File: src/rtl/nonce_collector.sv
// Result stage after the hashing pipeline: skips fill garbage, flags hashes <= target,
// and queues winning {nonce, hash} pairs. Define NONCE_COLLECTOR_STATS_EN to build hash/drop counters.
module nonce_collector #(
  parameter int NONCE_W     = 64,
  parameter int HASH_W      = 64,
  parameter int DEPTH       = 4,
  parameter int FILL_CYCLES = 330
) (
  input  logic                     clk,
  input  logic                     rst,
  input  logic                     enable,
  input  logic [HASH_W-1:0]        target,
  input  logic [HASH_W-1:0]        keccak_hash,
  input  logic [NONCE_W-1:0]       nonce_check,
  output logic                     out_valid,
  input  logic                     out_ready,
  output logic [NONCE_W-1:0]       out_nonce,
  output logic [HASH_W-1:0]        out_hash,
  output logic [$clog2(DEPTH):0]   fifo_count,
  output logic                     busy,
  output logic [47:0]              hash_count,
  output logic [15:0]              drop_count
);

  localparam int AW = $clog2(DEPTH);
  localparam int PW = AW + 1;
  localparam int CW = $clog2(FILL_CYCLES + 1);

  typedef enum logic [1:0] {IDLE, FILL, RUN} state_t;

  state_t              state_q, state_d;
  logic [CW-1:0]       fill_q, fill_d;
  logic [NONCE_W-1:0]  last_nonce_q, last_nonce_d;
  logic                last_valid_q, last_valid_d;
  logic [PW-1:0]       wr_q, wr_d, rd_q, rd_d;
  logic [PW-1:0]       cnt, cnt_d;
  logic                out_valid_q, out_valid_d;
  logic [NONCE_W-1:0]  out_nonce_q, out_nonce_d;
  logic [HASH_W-1:0]   out_hash_q, out_hash_d;
  logic                hit, full, push, pop;

  logic [NONCE_W-1:0]  mem_nonce [DEPTH];
  logic [HASH_W-1:0]   mem_hash  [DEPTH];

  always_comb begin
    cnt  = wr_q - rd_q;
    full = (cnt == PW'(DEPTH));
    hit  = enable && (state_q == RUN) && (keccak_hash <= target) &&
           (!last_valid_q || (nonce_check != last_nonce_q));
    pop  = out_valid_q && out_ready;
    // A full FIFO still takes the hit when the head leaves in the same cycle.
    push = hit && (!full || pop);
    wr_d = wr_q + PW'(push);
    rd_d = rd_q + PW'(pop);
    cnt_d = wr_d - rd_d;

    state_d = state_q;
    fill_d  = fill_q;
    if (!enable) begin
      state_d = IDLE;
    end else begin
      case (state_q)
        IDLE: begin
          state_d = FILL;
          fill_d  = CW'(FILL_CYCLES - 1);
        end
        FILL: begin
          if (fill_q == '0) state_d = RUN;
          else              fill_d  = fill_q - 1'b1;
        end
        RUN:     state_d = RUN;
        default: state_d = IDLE;
      endcase
    end

    last_valid_d = last_valid_q;
    last_nonce_d = last_nonce_q;
    if (!enable) begin
      last_valid_d = 1'b0;
    end else if (hit) begin
      last_valid_d = 1'b1;
      last_nonce_d = nonce_check;
    end

    // Head registers track the entry that will sit at rd_d after this edge.
    out_valid_d = (cnt_d != '0);
    out_nonce_d = '0;
    out_hash_d  = '0;
    if (cnt_d != '0) begin
      if (push && (rd_d[AW-1:0] == wr_q[AW-1:0])) begin
        out_nonce_d = nonce_check;
        out_hash_d  = keccak_hash;
      end else begin
        out_nonce_d = mem_nonce[rd_d[AW-1:0]];
        out_hash_d  = mem_hash[rd_d[AW-1:0]];
      end
    end
  end

  always_ff @(posedge clk or posedge rst) begin
    if (rst) begin
      state_q      <= IDLE;
      fill_q       <= '0;
      last_nonce_q <= '0;
      last_valid_q <= 1'b0;
      wr_q         <= '0;
      rd_q         <= '0;
      out_valid_q  <= 1'b0;
      out_nonce_q  <= '0;
      out_hash_q   <= '0;
    end else begin
      state_q      <= state_d;
      fill_q       <= fill_d;
      last_nonce_q <= last_nonce_d;
      last_valid_q <= last_valid_d;
      wr_q         <= wr_d;
      rd_q         <= rd_d;
      out_valid_q  <= out_valid_d;
      out_nonce_q  <= out_nonce_d;
      out_hash_q   <= out_hash_d;
    end
  end

  always_ff @(posedge clk) begin
    if (push) begin
      mem_nonce[wr_q[AW-1:0]] <= nonce_check;
      mem_hash[wr_q[AW-1:0]]  <= keccak_hash;
    end
  end

  assign out_valid  = out_valid_q;
  assign out_nonce  = out_nonce_q;
  assign out_hash   = out_hash_q;
  assign fifo_count = cnt;
  assign busy       = (state_q != IDLE);

`ifdef NONCE_COLLECTOR_STATS_EN
  logic [47:0] hash_cnt_q, hash_cnt_d;
  logic [15:0] drop_cnt_q, drop_cnt_d;

  always_comb begin
    hash_cnt_d = hash_cnt_q + 48'(enable && (state_q == RUN));
    drop_cnt_d = drop_cnt_q;
    if (hit && full && !pop && (drop_cnt_q != 16'hFFFF))
      drop_cnt_d = drop_cnt_q + 16'd1;
  end

  always_ff @(posedge clk or posedge rst) begin
    if (rst) begin
      hash_cnt_q <= '0;
      drop_cnt_q <= '0;
    end else begin
      hash_cnt_q <= hash_cnt_d;
      drop_cnt_q <= drop_cnt_d;
    end
  end

  assign hash_count = hash_cnt_q;
  assign drop_count = drop_cnt_q;
`else
  assign hash_count = '0;
  assign drop_count = '0;
`endif

endmodule

File: config.mk
export PLATFORM = sky130hd
export DESIGN_NAME = nonce_collector
export DESIGN_NICKNAME = d
export VERILOG_FILES = /design/src/rtl/nonce_collector.sv
export SDC_FILE = /design/constraint.sdc
export NUM_CORES = 1
export LEC_CHECK = 0
export BUFFER_PORTS_ARGS = -buffer_cell sky130_fd_sc_hd__buf_4
export CELL_PAD_IN_SITES_DETAIL_PLACEMENT = 0
export CELL_PAD_IN_SITES_GLOBAL_PLACEMENT = 1
export CORE_ASPECT_RATIO = 0.8
export CORE_MARGIN = 3
export CORE_UTILIZATION = 43
export DETAILED_ROUTE_END_ITERATION = 8
export PLACE_DENSITY_LB_ADDON = 0.1
export SETUP_SLACK_MARGIN = 0.3
export SYNTH_ARGS = -nofsm -noshare
export SYNTH_HDL_FRONTEND = slang
export SYNTH_SLANG_ARGS = --single-unit
File: constraint.sdc
create_clock -name clk -period 10.03 [get_ports clk]
set_input_delay 1.5045 -clock clk [delete_from_list [all_inputs] [get_ports clk]]
set_output_delay 1.5045 -clock clk [all_outputs]
set_load 0.1 [all_outputs]
# After elaboration in Yosys (flattened, before gate mapping)
# Memory sizes are Yosys's and may differ from the RTL's.
# Index checks and enable logic that the tools add are counted.
# op_classes
add_sub_neg	5
n_lt_le_gt_ge	1
eq_ne	8
muxes	13
reduce_logical	17
# ops
operator	count
64-bit 2-to-1 mux	4
64-bit <= comparator	1
64-bit != test	1
9-bit one-hot mux with 2 select lines	1
9-bit zero test	1
9-bit 2-to-1 mux	1
9-bit by 1-bit subtractor with 9-bit output, second input constant	1
3-bit by 1-bit adder with 3-bit output	2
1-bit logical AND	6
2-bit one-hot mux with 3 select lines	1
3-bit subtractor	2
1-bit 2-to-1 mux	4
2-bit 2-to-1 mux	2
2-bit nonzero test	2
3-bit == test, second input constant	1
3-bit != test, second input constant	1
3-bit AND reduction	1
3-bit nonzero test	1
2-bit by 1-bit == test with 1-bit output, second input constant	1
2-bit == test	1
2-bit == test, second input constant	1
1-bit zero test	2
2-bit zero test	1
1-bit logical OR	2
3 further kinds	3
# totals
register_bits	211
mem_bits_rw	512
input_bits	196
out_inout_bits	197
elab_cells	55
n_memories	2
# memory_table
memory	depth	word_bits	read_ports	rd_ports_with_merged_regs	wr	line_no	rtl
mem_hash	4	64	1	0	1	43	logic [HASH_W-1:0] mem_hash [DEPTH];
mem_nonce	4	64	1	0	1	42	logic [NONCE_W-1:0] mem_nonce [DEPTH];

# Depth between registers and ports, before layout
# Gate-level depths: netlist (run 1).
# logic_depth
ltp_word	9
depth_mapped	21
ltp_nobuf	18

# Worst setup path before layout (run 1)
# OpenSTA, ideal clock, no wires.
# synth_path
path_kind	input -> register
start	in target[62]
end	mem mem_hash[1][0] (enable)
setup_ns	0.773
arrival_time_ns	12.354
t_required_ns	9.257
path_slack_ns	-3.097
stages	11
path_buffers	1
path_cell_list	inv_1 -> ha_1 -> nand4_1 -> or4_1 -> or3_1 -> nor3_2 -> nor2_1 -> a211oi_1 -> buf_2 -> nand2b_1 -> nor3_1
# synth_via
elab_chain_cells	6
# synth_lines
element	line_no	rtl
from (decl)	12	input logic [HASH_W-1:0] target,
64-bit <= comparator	48	hit = enable && (state_q == RUN) && (keccak_hash <= target) &&
1-bit logical AND (2 in a row)	48	
1-bit logical AND	52	push = hit && (!full || pop);
1-bit 2-to-1 mux	125	if (push) begin
1-bit 2-to-1 mux (implied by the code)	127	mem_hash[wr_q[AW-1:0]] <= keccak_hash;
to (decl)	43	
# Every way passes these cells.

# Final worst setup path (run 1)
# layout_path
start	in keccak_hash[54]
end	reg out_hash_q[21], in the netlist out_hash[21]
# layout_via
elab_chain_cells	8
word_cells_on_any_way	10
classes_between	2 x add/sub; 1 x order compare; 2 x mux; 5 x reduce/logical
# layout_lines
element	line_no	rtl
from (decl)	13	input logic [HASH_W-1:0] keccak_hash,
64-bit <= comparator	48	
1-bit logical AND (2 in a row)	48	
1-bit logical AND	52	
3-bit by 1-bit adder with 3-bit output	53	wr_d = wr_q + PW'(push);
named net wr_d[1]	35	logic [PW-1:0] wr_q, wr_d, rd_q, rd_d;
3-bit subtractor	55	cnt_d = wr_d - rd_d;
3-bit nonzero test	89	if (cnt_d != '0) begin
64-bit 2-to-1 mux	89	
named net out_hash_d[21]	39	logic [HASH_W-1:0] out_hash_q, out_hash_d;
to (signal assigned)	120	out_hash_q <= out_hash_d;
to (decl)	39	
# The timed path passes the listed nets, and every way through them passes these cells.
# A chain may end at the register's enable or synchronous reset.

==> results of run 1 <==
==> flip-flops by register name (all words and copies together) (netlist names) <==
signal,count
mem_hash,256
mem_nonce,256
last_nonce_q,64
out_hash,64
out_nonce,64
fill_q,9
rd_q,3
wr_q,3
state_q,2
last_valid_q,1
out_valid,1
==> routing by layer <==
metal  track usage  vias up  routed length [um]
met4        0.0493        0                1680
met5             0        -                   0
met2         0.337      498               37500
li1              -     8049                   -
met3        0.0415      112                4470
met1         0.317     9408               35700
==> cells in the final DEF (no fill, tap or decap), types with 9 or more instances in the layout <==
cell type and count:
o21ai_0 140, xnor2_1 31, nand4_1 23, edfxtp_1 512
o21ai_1 10, ha_1 73, xor2_1 33, nand3_1 137
inv_1 92, mux4_2 128, nor2_1 14, clkinv_1 9
conb_1 64, a21oi_1 155, clkinv_2 14, nand2_1 191
clkbuf_16 81, clkbuf_1 15, dfrtp_1 211, buf_4 352
==> cell families (layout without fill, tap and decap cells) <==
| logic type | after synthesis | count (layout) |
|---|---|---|
| other | 1 | 65 |
| AO/OA/AOI/OAI | 339 | 339 |
| flip-flops | 723 | 723 |
| XOR/XNOR | 64 | 64 |
| multiplexers | 129 | 129 |
| AND/OR/NAND/NOR | 410 | 410 |
| buffers and inverters | 271 | 590 |
| adder cells (fa/ha/maj) | 76 | 76 |
==> final cells by class <==
class	count	area (um2)
fillers	5886	33200
flip-flops and latches	723	20700
multi-input cells	1082	8420
repair buffers	354	2680
clock buffers	103	2180
well taps	924	1160
clock inverters	40	432
inverters	93	357
diodes	1	2.50
==> worst max path at each step <==
| stage | to | depth (start not counted) |
|---|---|---|
| floorplan | mem_hash[1][0]$_DFFE_PP_ | 11 |
| global placement | out_nonce[47]$_DFF_PP0_ | 19 |
| detailed placement | out_nonce[49]$_DFF_PP0_ | 19 |
| CTS | out_hash[21]$_DFF_PP0_ | 19 |
| global route | out_hash[21]$_DFF_PP0_ | 19 |
| finish | out_hash[21]$_DFF_PP0_ | 19 |
==> critical path: cells and delay by family <==
kind,cells,cell delay [ns]
buffers and inverters,3,0.97
adder cells (fa/ha/maj),4,0.89
AO/OA/AOI/OAI,2,0.45
XOR/XNOR,2,0.33
AND/OR/NAND/NOR,8,2.73
==> stage by stage <==
| step | hold slack, ns | instances | power (mW) | utilization | setup TNS [ns] |
|---|---|---|---|---|---|
| 2_1_floorplan | 0.448 | 2076 | 8.58 | - | -1585.51 |
| 5_1_grt | 0.518 | 3320 | 13.6 | 0.519 | 0 |
| 6_report | 0.487 | 3320 | 13.0 | 0.519 | 0 |
| 3_5_place_dp | 0.475 | 3176 | 10.2 | 0.482 | 0 |
| 4_1_cts | 0.489 | 3319 | 13.1 | 0.519 | 0 |
| 3_3_place_gp | 0.466 | 3176 | 10.2 | 0.482 | 0 |
==> power by group <==
| group | internal [mW] | leakage [nW] | switching [mW] | total, mW |
|---|---|---|---|---|
| Clock | 1.74 | 1.27 | 1.16 | 2.90 |
| Combinational | 1.63 | 5.22 | 4.45 | 6.08 |
| Sequential | 3.74 | 7.17 | 0.260 | 4.00 |
==> results by group, run 1 <==
Place
  – Port-buffer cells: 328
  – Routability cong.: 0.797
  – Dpl hpwl: 47000 um
  – Dpl cell area: 0.0333 mm2
  – Setup WS pre-CTS: 2.92 ns

Synth
  – Compound-Gate Fraction of Synth Area: 0.0599
  – Most frequent cell after synthesis: edfxtp_1
  – Synthesized area per cell: 15.0 um2
  – Synth Area in Adders: 0.0318
  – Post-synth top area share: 0.511
  – Synth async-reset ratio: 0.292
  – Synth area leader: edfxtp_1
  – Multiplexer share of the synthesized area: 0.0961
  – Post-synthesis simple-gate area fraction: 0.0626
  – Main combinational cell family by area after synthesis: multiplexers
  – Synth warn: 0
  – Post-synthesis register bit count: 723
  – Yosys cell types: 52
  – Cell area after synthesis: 0.0301 mm2
  – Post-synth top cells: 512 x edfxtp_1, 211 x dfrtp_1, 191 x nand2_1
  – Post-Synth XOR/XNOR Area: 0.0186
  – Commonest register cell after synthesis: edfxtp_1
  – Post-Synthesis Cells: 2013
  – Ranking of synthesized cells by area: edfxtp_1 51%, dfrtp_1 18%, mux4_2 9.6%
  – Sequential share of the synthesized area: 0.686
  – EDFF count, synth: 512

Flow run
  – Max cap viols: 0

Clock network
  – H-tree levels: 3
  – Clock tree buffer depth: 3
  – Clock insertion delay at the later pin of the skew report: 0.61 ns
  – CTS clock-pin slew for the worst setup and hold paths: 0.06 ns
  – CTS root buf: clkbuf_16
  – Post-CTS setup buffer count: 0
  – Number of buffers created by CTS: 77
  – Cts hold-fix bufs: 0
  – Post-CTS Resized: 0
  – CTS sink cnt: 723
  – CTS tree: yes

Setup path
  – CP peak stage delay: 0.73 ns
  – CP endpoint kind: flip-flop
  – Top cell by count, worst path: ha_1
  – CP Cell Sequence: buf_4, ha_1, nand4_1, or4_1, or3_1, nor3_2, nor2_1, a211oi_4, nand2b_1, inv_1, ha_1, ha_1, ha_1, nor2b_1, xnor2_1, xor2_1, and3_4, buf_4, a21oi_1
  – Data required, critical path: 10.47 ns
  – Reg2reg path depth: 16
  – Crit path launch type: primary input
  – FF-to-FF setup slack: 4.49 ns
  – R2r endpoint: out_hash[21]$_DFF_PP0_
  – CP arrival: 7.03 ns
  – Setup Crit Path Kind: in -> reg
  – Worst r2r src: last_nonce_q[12]$_DFFE_PP0P_
  – Slowest-stage cell, CP: buf_4
  – CP Max Fanout: 61
  – Critical Path Source: keccak_hash[54]

Floorplanning
  – Starting density of the core: 0.436
  – Io pins: 393
  – Full die area: 0.0732 mm2
  – Die width: 302 um
  – Die height: 243 um
  – Num rows: 86
  – Core Box Area: 0.0691 mm2

Layout
  – Finished Cell Area: 0.0359 mm2
  – Layout cells sized above 1: 0.258
  – Area grow syn2layout: 19.2%
  – Net count, final: 2603

Route
  – Drt initial violations: 1206
  – DR pass1 iterations: 5
  – # DRC: 0
  – Via/cell ratio: 5.44
  – Avg WL per Cell: 23.9 um
  – DRT antenna net count: 0
  – Total number of vias: 18100
  – Final WL: 79300 um

Power and ir drop
  – Power per standard cell area: 362 mW/mm2
  – VDD IR max: 0.330 mV
  – Leak pwr: 13.7 nW

Worst hold path
  – Min-delay src: last_valid_q$_DFFE_PP0P_
  – Hold path depth: 2
  – Worst Hold End: last_valid_q$_DFFE_PP0P_
  – Worst Hold Class: reg -> reg

STA
  – Fin crit period: 6.58 ns
  – Setup violators final: 0
  – Max Fclk: 0.152 GHz
  – RSZ-0062 raised after global routing: false
  – Final period util: 0.657
  – Slew @ Worst Pin: 1.39 ns
  – Slew HR: 0.0710
  – Setup Skew: 0.0210 ns
  – Final hold vios: 0
  – Slack of the critical path: 3.45 ns
  – Final slew viol count: 0

Global routing
  – Antenna violations before repair: 1
  – Number of global-route vias before repair: 18400
  – GRT Total Usage: 0.216
  – First-pass GRT wire length: 119000 um
  – Largest net degree at the start of global routing: 182
  – Overflow after GRT: 0

Status
  – Status: finished clean
Power figures use the tool's default switching activity.
==> run 2: changes to the inputs <==
Settings changed: CORE_UTILIZATION 43 to 48.
Clock period 10.03 ns to 6.45 ns, I/O delays scaled along.
==> run 2 against run 1 <==
Net effect:
- non-clock buffer count rose by 2
- highest routed layer unchanged
- register-to-register slack got worse by 2.8 ns
- die area decreased by 10%
- largest cell class unchanged
==> results by group, run 2 (same netlist as run 1, synthesis figures left out) <==
Global routing
  – GRT Total Usage: 0.234 (was 0.216)
  – Number of global-route vias before repair: 18400 (about the same)
  – Overflow after GRT: 0 (unchanged)
  – Largest net degree at the start of global routing: 182 (unchanged)
  – First-pass GRT wire length: 116000 um (was 119000 um)
  – Antenna violations before repair: 0 (was 1)

STA
  – Final hold vios: 0 (unchanged)
  – Slew HR: 0.312 (was 0.0710)
  – Final period util: 0.821
  – Final slew viol count: 0 (unchanged)
  – Setup Total Neg Slack: 0 ns (unchanged)
  – RSZ-0062 raised after global routing: false (unchanged)
  – Slack of the critical path: 1.16 ns (was 3.45 ns)
  – Fin crit period: 5.29 ns
  – Slew @ Worst Pin: 1.03 ns (was 1.39 ns)
  – Setup Skew: 0.0330 ns (was 0.0210 ns)
  – Max Fclk: 0.189 GHz
  – Setup violators final: 0 (unchanged)

Place
  – Port-buffer cells: 328 (unchanged)
  – Routability cong.: 0.790 (was 0.797)
  – Dpl hpwl: 45400 um (was 47000 um)
  – Setup WS pre-CTS: 0.563 ns (was 2.92 ns)
  – Dpl cell area: 0.0334 mm2 (was 0.0333 mm2)

Floorplanning
  – Full die area: 0.0658 mm2 (was 0.0732 mm2)
  – Starting density of the core: 0.489 (was 0.436)
  – Io pins: 393 (unchanged)
  – Die width: 286 um (was 302 um)
  – Num rows: 81 (was 86)
  – Core Box Area: 0.0616 mm2 (was 0.0691 mm2)
  – Die height: 230 um (was 243 um)

Layout
  – Fillers: 4902 (was 5886)
  – Diode count: 0 (was 1)
  – Most common library cell in the layout ignoring fill and taps: edfxtp_1 (unchanged)
  – Layout cells sized above 1: 0.259 (was 0.258)
  – Final Util: 0.581 (was 0.519)
  – Most frequent cells in the layout: 512 x edfxtp_1, 342 x buf_4, 211 x dfrtp_1 (was 512 x edfxtp_1, 352 x buf_4, 211 x dfrtp_1)
  – Net count, final: 2600 (was 2603)
  – Area grow syn2layout: 19.0% (was 19.2%)
  – Finished Cell Area: 0.0358 mm2 (was 0.0359 mm2)

Route
  – Via/cell ratio: 5.59 (was 5.44)
  – # DRC: 0 (unchanged)
  – Drt initial violations: 1454 (was 1206)
  – DRT antenna net count: 0 (unchanged)
  – Final WL: 76000 um (was 79300 um)
  – Avg WL per Cell: 23.6 um (was 23.9 um)
  – DR pass1 iterations: 5 (unchanged)
  – Total number of vias: 18000 (was 18100)

Status
  – Status: finished clean (unchanged)

Clock network
  – Post-CTS Resized: 0 (unchanged)
  – Post-CTS setup buffer count: 0 (unchanged)
  – Clock insertion delay at the later pin of the skew report: 0.61 ns (about the same)
  – Number of buffers created by CTS: 72 (was 77)
  – CTS tree: yes (unchanged)
  – CTS root buf: clkbuf_16 (unchanged)
  – H-tree levels: 3 (unchanged)
  – CTS clock-pin slew for the worst setup and hold paths: 0.06 ns (about the same)
  – Clock tree buffer depth: 3 (unchanged)
  – Cts hold-fix bufs: 0 (unchanged)
  – CTS sink cnt: 723 (unchanged)

Power and ir drop
  – Overall power: 19.9 mW (was 13.0 mW)
  – Power per standard cell area: 557 mW/mm2 (was 362 mW/mm2)
  – VDD IR max: 0.590 mV (was 0.330 mV)
  – Leak pwr: 13.6 nW (was 13.7 nW)

Setup path
  – Crit path launch type: primary input (unchanged)
  – Setup Crit Path Kind: in -> reg (unchanged)
  – CP arrival: 5.75 ns (was 7.03 ns)
  – CP Max Fanout: 51 (was 61)
  – CP endpoint kind: flip-flop (unchanged)
  – Data required, critical path: 6.91 ns (was 10.47 ns)

Worst hold path
  – Worst Hold Class: in -> async (was reg -> reg)

Flow run
  – Max cap viols: 0 (unchanged)
-- run 2: cell count changes in the layout (fill, tap and decap cells not counted), moves of 3 or more --
cell       delta
buf_12       +12
buf_4        -10
clkbuf_1      +7
clkbuf_16     -5
clkinv_2      -5
ha_1          -6
ha_4          +6
inv_1         -6
inv_2         +3
nor3_2        -4
nor3_4        +4
-- run 2: worst paths after layout --
kind / from / endpoint / slack (ns) / depth (start not counted)
max: keccak_hash[55] / out_nonce[39]$_DFF_PP0_ / 1.16 / 19
min: rst / out_hash[54]$_DFF_PP0_ / 0.40 / 2
max reg2reg: last_nonce_q[12]$_DFFE_PP0P_ / out_nonce[39]$_DFF_PP0_ / 1.68 / 17
min reg2reg: last_nonce_q[51]$_DFFE_PP0P_ / last_nonce_q[51]$_DFFE_PP0P_ / 0.49 / 2
max in group asynchronous: rst / out_hash[19]$_DFF_PP0_ / 4.78 / 3
min in group clk: last_nonce_q[51]$_DFFE_PP0P_ / last_nonce_q[51]$_DFFE_PP0P_ / 0.49 / 2
-- run 2: worst max-delay path, stage by stage --
cell and delay, ns:
buf_4 0.14, ha_1 0.31, nand4_1 0.18, inv_1 0.06, a221o_1 0.40, a2111oi_0 0.88, a21oi_1 0.31, a211oi_4 0.34
nand2b_4 0.16, inv_1 0.08, ha_1 0.14, ha_1 0.24, ha_1 0.18, nor2b_1 0.14, xnor2_1 0.15, xor2_1 0.16
and3_4 0.44, buf_12 0.31, a21oi_1 0.10
-- run 2: area by class of cell --
cell class	count	area, um2	share of cell area
Clock buffer	103	2050	0.0573
Clock inverter	30	320	0.00894
Inverter	93	365	0.0102
Multi-Input combinational cell	1082	8530	0.238
Sequential cell	723	20700	0.577
Tap cell	830	1040	0.0290
Timing Repair Buffer	356	2850	0.0795
-- run 2: power by group --
part | total (mW) | internal (mW) | switching [mW]
Clock | 4.21 | 2.47 | 1.74
Sequential | 6.20 | 5.81 | 0.390
Combinational | 9.52 | 2.64 | 6.89
-- run 2: stage by stage --
step	hold slack (ns)	instances
CTS	0.376	3217
global route	0.395	3217
finish	0.398	3217
detailed placement	0.482	3084
global placement	0.477	3084
floorplan	0.448	2076
-- run 2: metal layers --
metal  track usage  up-vias  routed length [um]
met1         0.349     9326               34500
met2         0.364      550               35900
met3        0.0365       96                4050
met5             0        -                   0
met4        0.0547        0                1500
li1              -     8023                   -
==> run 3: changes to the inputs <==
Settings changed: ABC_AREA from default to 1, CORE_UTILIZATION 48 to 46.
Clock period 6.45 ns to 5.1 ns, I/O delays scaled along.
==> run 3 against run 2 <==
Net effect:
- non-clock buffer count increased by 3
- synthesized cell count increased by 41%
- critical endpoint is now out_nonce[53]$_DFF_PP0_
- the run now ends with max-slew violations left
- largest cell class unchanged
- wire length increased by 2.0%
==> results by group, run 3 <==
Clock network
  – Number of buffers created by CTS: 73 (was 72)
  – Post-CTS Resized: 0 (unchanged)
  – Clock tree buffer depth: 3 (unchanged)
  – Post-CTS setup buffer count: 0 (unchanged)
  – CTS sink cnt: 723 (unchanged)
  – CTS root buf: clkbuf_16 (unchanged)
  – H-tree levels: 3 (unchanged)
  – CTS clock-pin slew for the worst setup and hold paths: 0.07 ns (was 0.06 ns)
  – Clock insertion delay at the later pin of the skew report: 0.61 ns (about the same)
  – Cts hold-fix bufs: 0 (unchanged)
  – CTS tree: yes (unchanged)

Floorplanning
  – Die height: 239 um (was 230 um)
  – Starting density of the core: 0.469 (was 0.489)
  – Num rows: 84 (was 81)
  – Full die area: 0.0708 mm2 (was 0.0658 mm2)
  – Die width: 297 um (was 286 um)
  – Core Box Area: 0.0663 mm2 (was 0.0616 mm2)
  – Io pins: 393 (unchanged)

Synth
  – Ranking of synthesized cells by area: edfxtp_1 49%, dfrtp_1 17%, nand2_1 10% (was edfxtp_1 51%, dfrtp_1 18%, mux4_2 9.6%)
  – Yosys cell types: 34 (was 52)
  – Sequential share of the synthesized area: 0.664 (was 0.686)
  – Synth area leader: edfxtp_1 (unchanged)
  – Post-synthesis register bit count: 723 (unchanged)
  – Cell area after synthesis: 0.0311 mm2 (was 0.0301 mm2)
  – EDFF count, synth: 512 (unchanged)
  – Commonest register cell after synthesis: edfxtp_1 (unchanged)
  – Post-Synthesis Cells: 2834 (was 2013)
  – Synthesized area per cell: 11.0 um2 (was 15.0 um2)
  – Post-synth top cells: 861 x nand2_1, 512 x edfxtp_1, 273 x nor2_1 (was 512 x edfxtp_1, 211 x dfrtp_1, 191 x nand2_1)
  – Post-synth top area share: 0.495 (was 0.511)
  – Synth warn: 0 (unchanged)
  – Synth async-reset ratio: 0.292 (unchanged)
  – Most frequent cell after synthesis: nand2_1 (was edfxtp_1)

Power and ir drop
  – Power per standard cell area: 724 mW/mm2 (was 557 mW/mm2)
  – Logic pwr share: 0.507 (was 0.478)
  – Clock power share: 0.198 (was 0.211)
  – Sw Share: 0.467 (was 0.452)
  – Sw power: 12.4 mW (was 9.01 mW)
  – Int Power: 14.2 mW (was 10.9 mW)
  – Leak pwr: 15.8 nW (was 13.6 nW)
  – VDD IR max: 0.984 mV (was 0.590 mV)
  – Flop pwr share: 0.295 (was 0.311)

Layout
  – Net count, final: 3400 (was 2600)
  – Cell Count, Final, Fillers Out: 4090 (was 3217)
  – Most common library cell in the layout ignoring fill and taps: nand2_1 (was edfxtp_1)
  – Multi-input logic area: 0.00898 mm2 (was 0.00853 mm2)
  – Area grow syn2layout: 18.3% (was 19.0%)
  – Most frequent cells in the layout: 860 x nand2_1, 512 x edfxtp_1, 341 x buf_4 (was 512 x edfxtp_1, 342 x buf_4, 211 x dfrtp_1)
  – Finished Cell Area: 0.0368 mm2 (was 0.0358 mm2)
  – FF+latch area: 0.0207 mm2 (about the same)
  – Layout cells sized above 1: 0.154 (was 0.259)
  – Fillers: 5645 (was 4902)
  – Final Util: 0.554 (was 0.581)

Setup path
  – CP arrival: 5.06 ns (was 5.75 ns)
  – Data required, critical path: 5.61 ns (was 6.91 ns)
  – Setup Crit Path Kind: in -> reg (unchanged)
  – Crit path launch type: primary input (unchanged)
  – CP endpoint kind: flip-flop (unchanged)
  – CP Max Fanout: 27 (was 51)
  – Worst r2r src: wr_q[0]$_DFF_PP0_ (was last_nonce_q[12]$_DFFE_PP0P_)
  – Critical Path Source: keccak_hash[55] (unchanged)

STA
  – Final hold vios: 0 (unchanged)
  – Setup Total Neg Slack: 0 ns (unchanged)
  – Final slew viol count: 147 (was 0)
  – Setup Skew: 0.0243 ns (was 0.0330 ns)
  – Fin crit period: 4.55 ns
  – RSZ-0062 raised after global routing: false (unchanged)
  – Setup violators final: 0 (unchanged)
  – Final period util: 0.892
  – Max Fclk: 0.220 GHz
  – Slew @ Worst Pin: 1.80 ns (was 1.03 ns)
  – Slew HR: -0.201 (was 0.312)

Route
  – Final WL: 77500 um (was 76000 um)
  – DR pass1 iterations: 5 (unchanged)
  – DRT antenna net count: 0 (unchanged)
  – Drt initial violations: 1656 (was 1454)
  – # DRC: 0 (unchanged)
  – Total number of vias: 21000 (was 18000)
  – Avg WL per Cell: 18.9 um (was 23.6 um)
  – Via/cell ratio: 5.14 (was 5.59)

Place
  – Dpl cell area: 0.0344 mm2 (was 0.0334 mm2)
  – Placed insts: 3956 (was 3084)
  – Routability cong.: 0.777 (was 0.790)
  – Dpl hpwl: 47500 um (was 45400 um)
  – Port-buffer cells: 328 (unchanged)

Status
  – Failing checks: max-slew violations
  – Status: finished with violations (was finished clean)

Flow run
  – Max cap viols: 0 (unchanged)

Global routing
  – First-pass GRT wire length: 119000 um (was 116000 um)
  – Number of global-route vias before repair: 20800 (was 18400)
  – Antenna violations before repair: 1 (was 0)
  – Largest net degree at the start of global routing: 256 (was 182)
  – Overflow after GRT: 0 (unchanged)
  – GRT Total Usage: 0.217 (was 0.234)

Worst hold path
  – Worst Hold Class: in -> async (unchanged)
==> run 3: metal layers <==
| layer | wire [um] | track usage |
|---|---|---|
| met5 | 0 | 0 |
| met1 | 36500 | 0.320 |
| met4 | 1570 | 0.0551 |
| met2 | 35500 | 0.339 |
| met3 | 3960 | 0.0342 |
==> run 3: worst paths after layout <==
path | cells after the start | endpoint | slack (ns)
setup / recovery | 23 | out_nonce[53]$_DFF_PP0_ | 0.55
hold / removal | 2 | out_hash[0]$_DFF_PP0_ | 0.10
setup reg to reg | 19 | out_nonce[53]$_DFF_PP0_ | 1.03
min in group clk | 1 | mem_hash[2][1]$_DFFE_PP_ | 0.38
hold reg to reg | 1 | fill_q[0]$_DFFE_PP0P_ | 0.46
max in group asynchronous | 3 | out_hash[45]$_DFF_PP0_ | 3.90
==> run 3: kinds of logic (layout without fill, tap and decap cells) <==
kind of cell    count (synthesis)  after routing  share of synthesized area
xor+xnor                       30             30                    0.00845
other cells                     1             65                   0.000121
fa+ha+maj                      76             76                     0.0308
flops                         723            723                      0.664
buf+inv                       399            688                     0.0579
simple gates                 1178           1178                      0.145
compound gates                427            427                     0.0931
==> run 3: power groups by stage <==
stage	clock network, mW	registers [mW]	logic [mW]
floorplan	0	11.7	6.47
global placement	0	7.97	13.3
detailed placement	0	7.97	13.6
CTS	5.40	7.87	13.6
global route	5.62	7.96	14.6
finish	5.26	7.86	13.5
==> run 3: area by class of cell <==
class,count,area share
multi-input combinational,1775,0.244
clock buffer,97,0.0549
sequential,723,0.562
timing repair buffer,359,0.0792
clock inverter,36,0.00854
tap,903,0.0307
antenna,1,0.0000681
inverter,196,0.0208
==> run 3: stage by stage <==
stage | setup WS [ns] | total power [mW] | hold slack [ns]
2_1_floorplan | -0.835 | 18.2 | 0.440
3_3_place_gp | -0.0689 | 21.3 | 0.455
3_5_place_dp | -0.0231 | 21.5 | 0.459
4_1_cts | 0.617 | 26.9 | 0.0654
5_1_grt | 0.340 | 28.2 | 0.0874
6_report | 0.552 | 26.6 | 0.102
==> run 3: critical path: stages <==
cell	delay, ns
buf_4	0.13
ha_1	0.29
nand2_1	0.06
nor2_1	0.25
nand3_1	0.27
nor4_1	0.52
a21oi_1	0.27
nand2_1	0.12
nand2_1	0.13
nand2_4	0.09
inv_2	0.05
nand2_4	0.13
inv_1	0.06
ha_1	0.18
ha_1	0.29
ha_1	0.29
a21oi_1	0.18
xor2_1	0.26
nor2_4	0.07
inv_4	0.20
buf_12	0.21
nand2_1	0.08
nor2_1	0.17
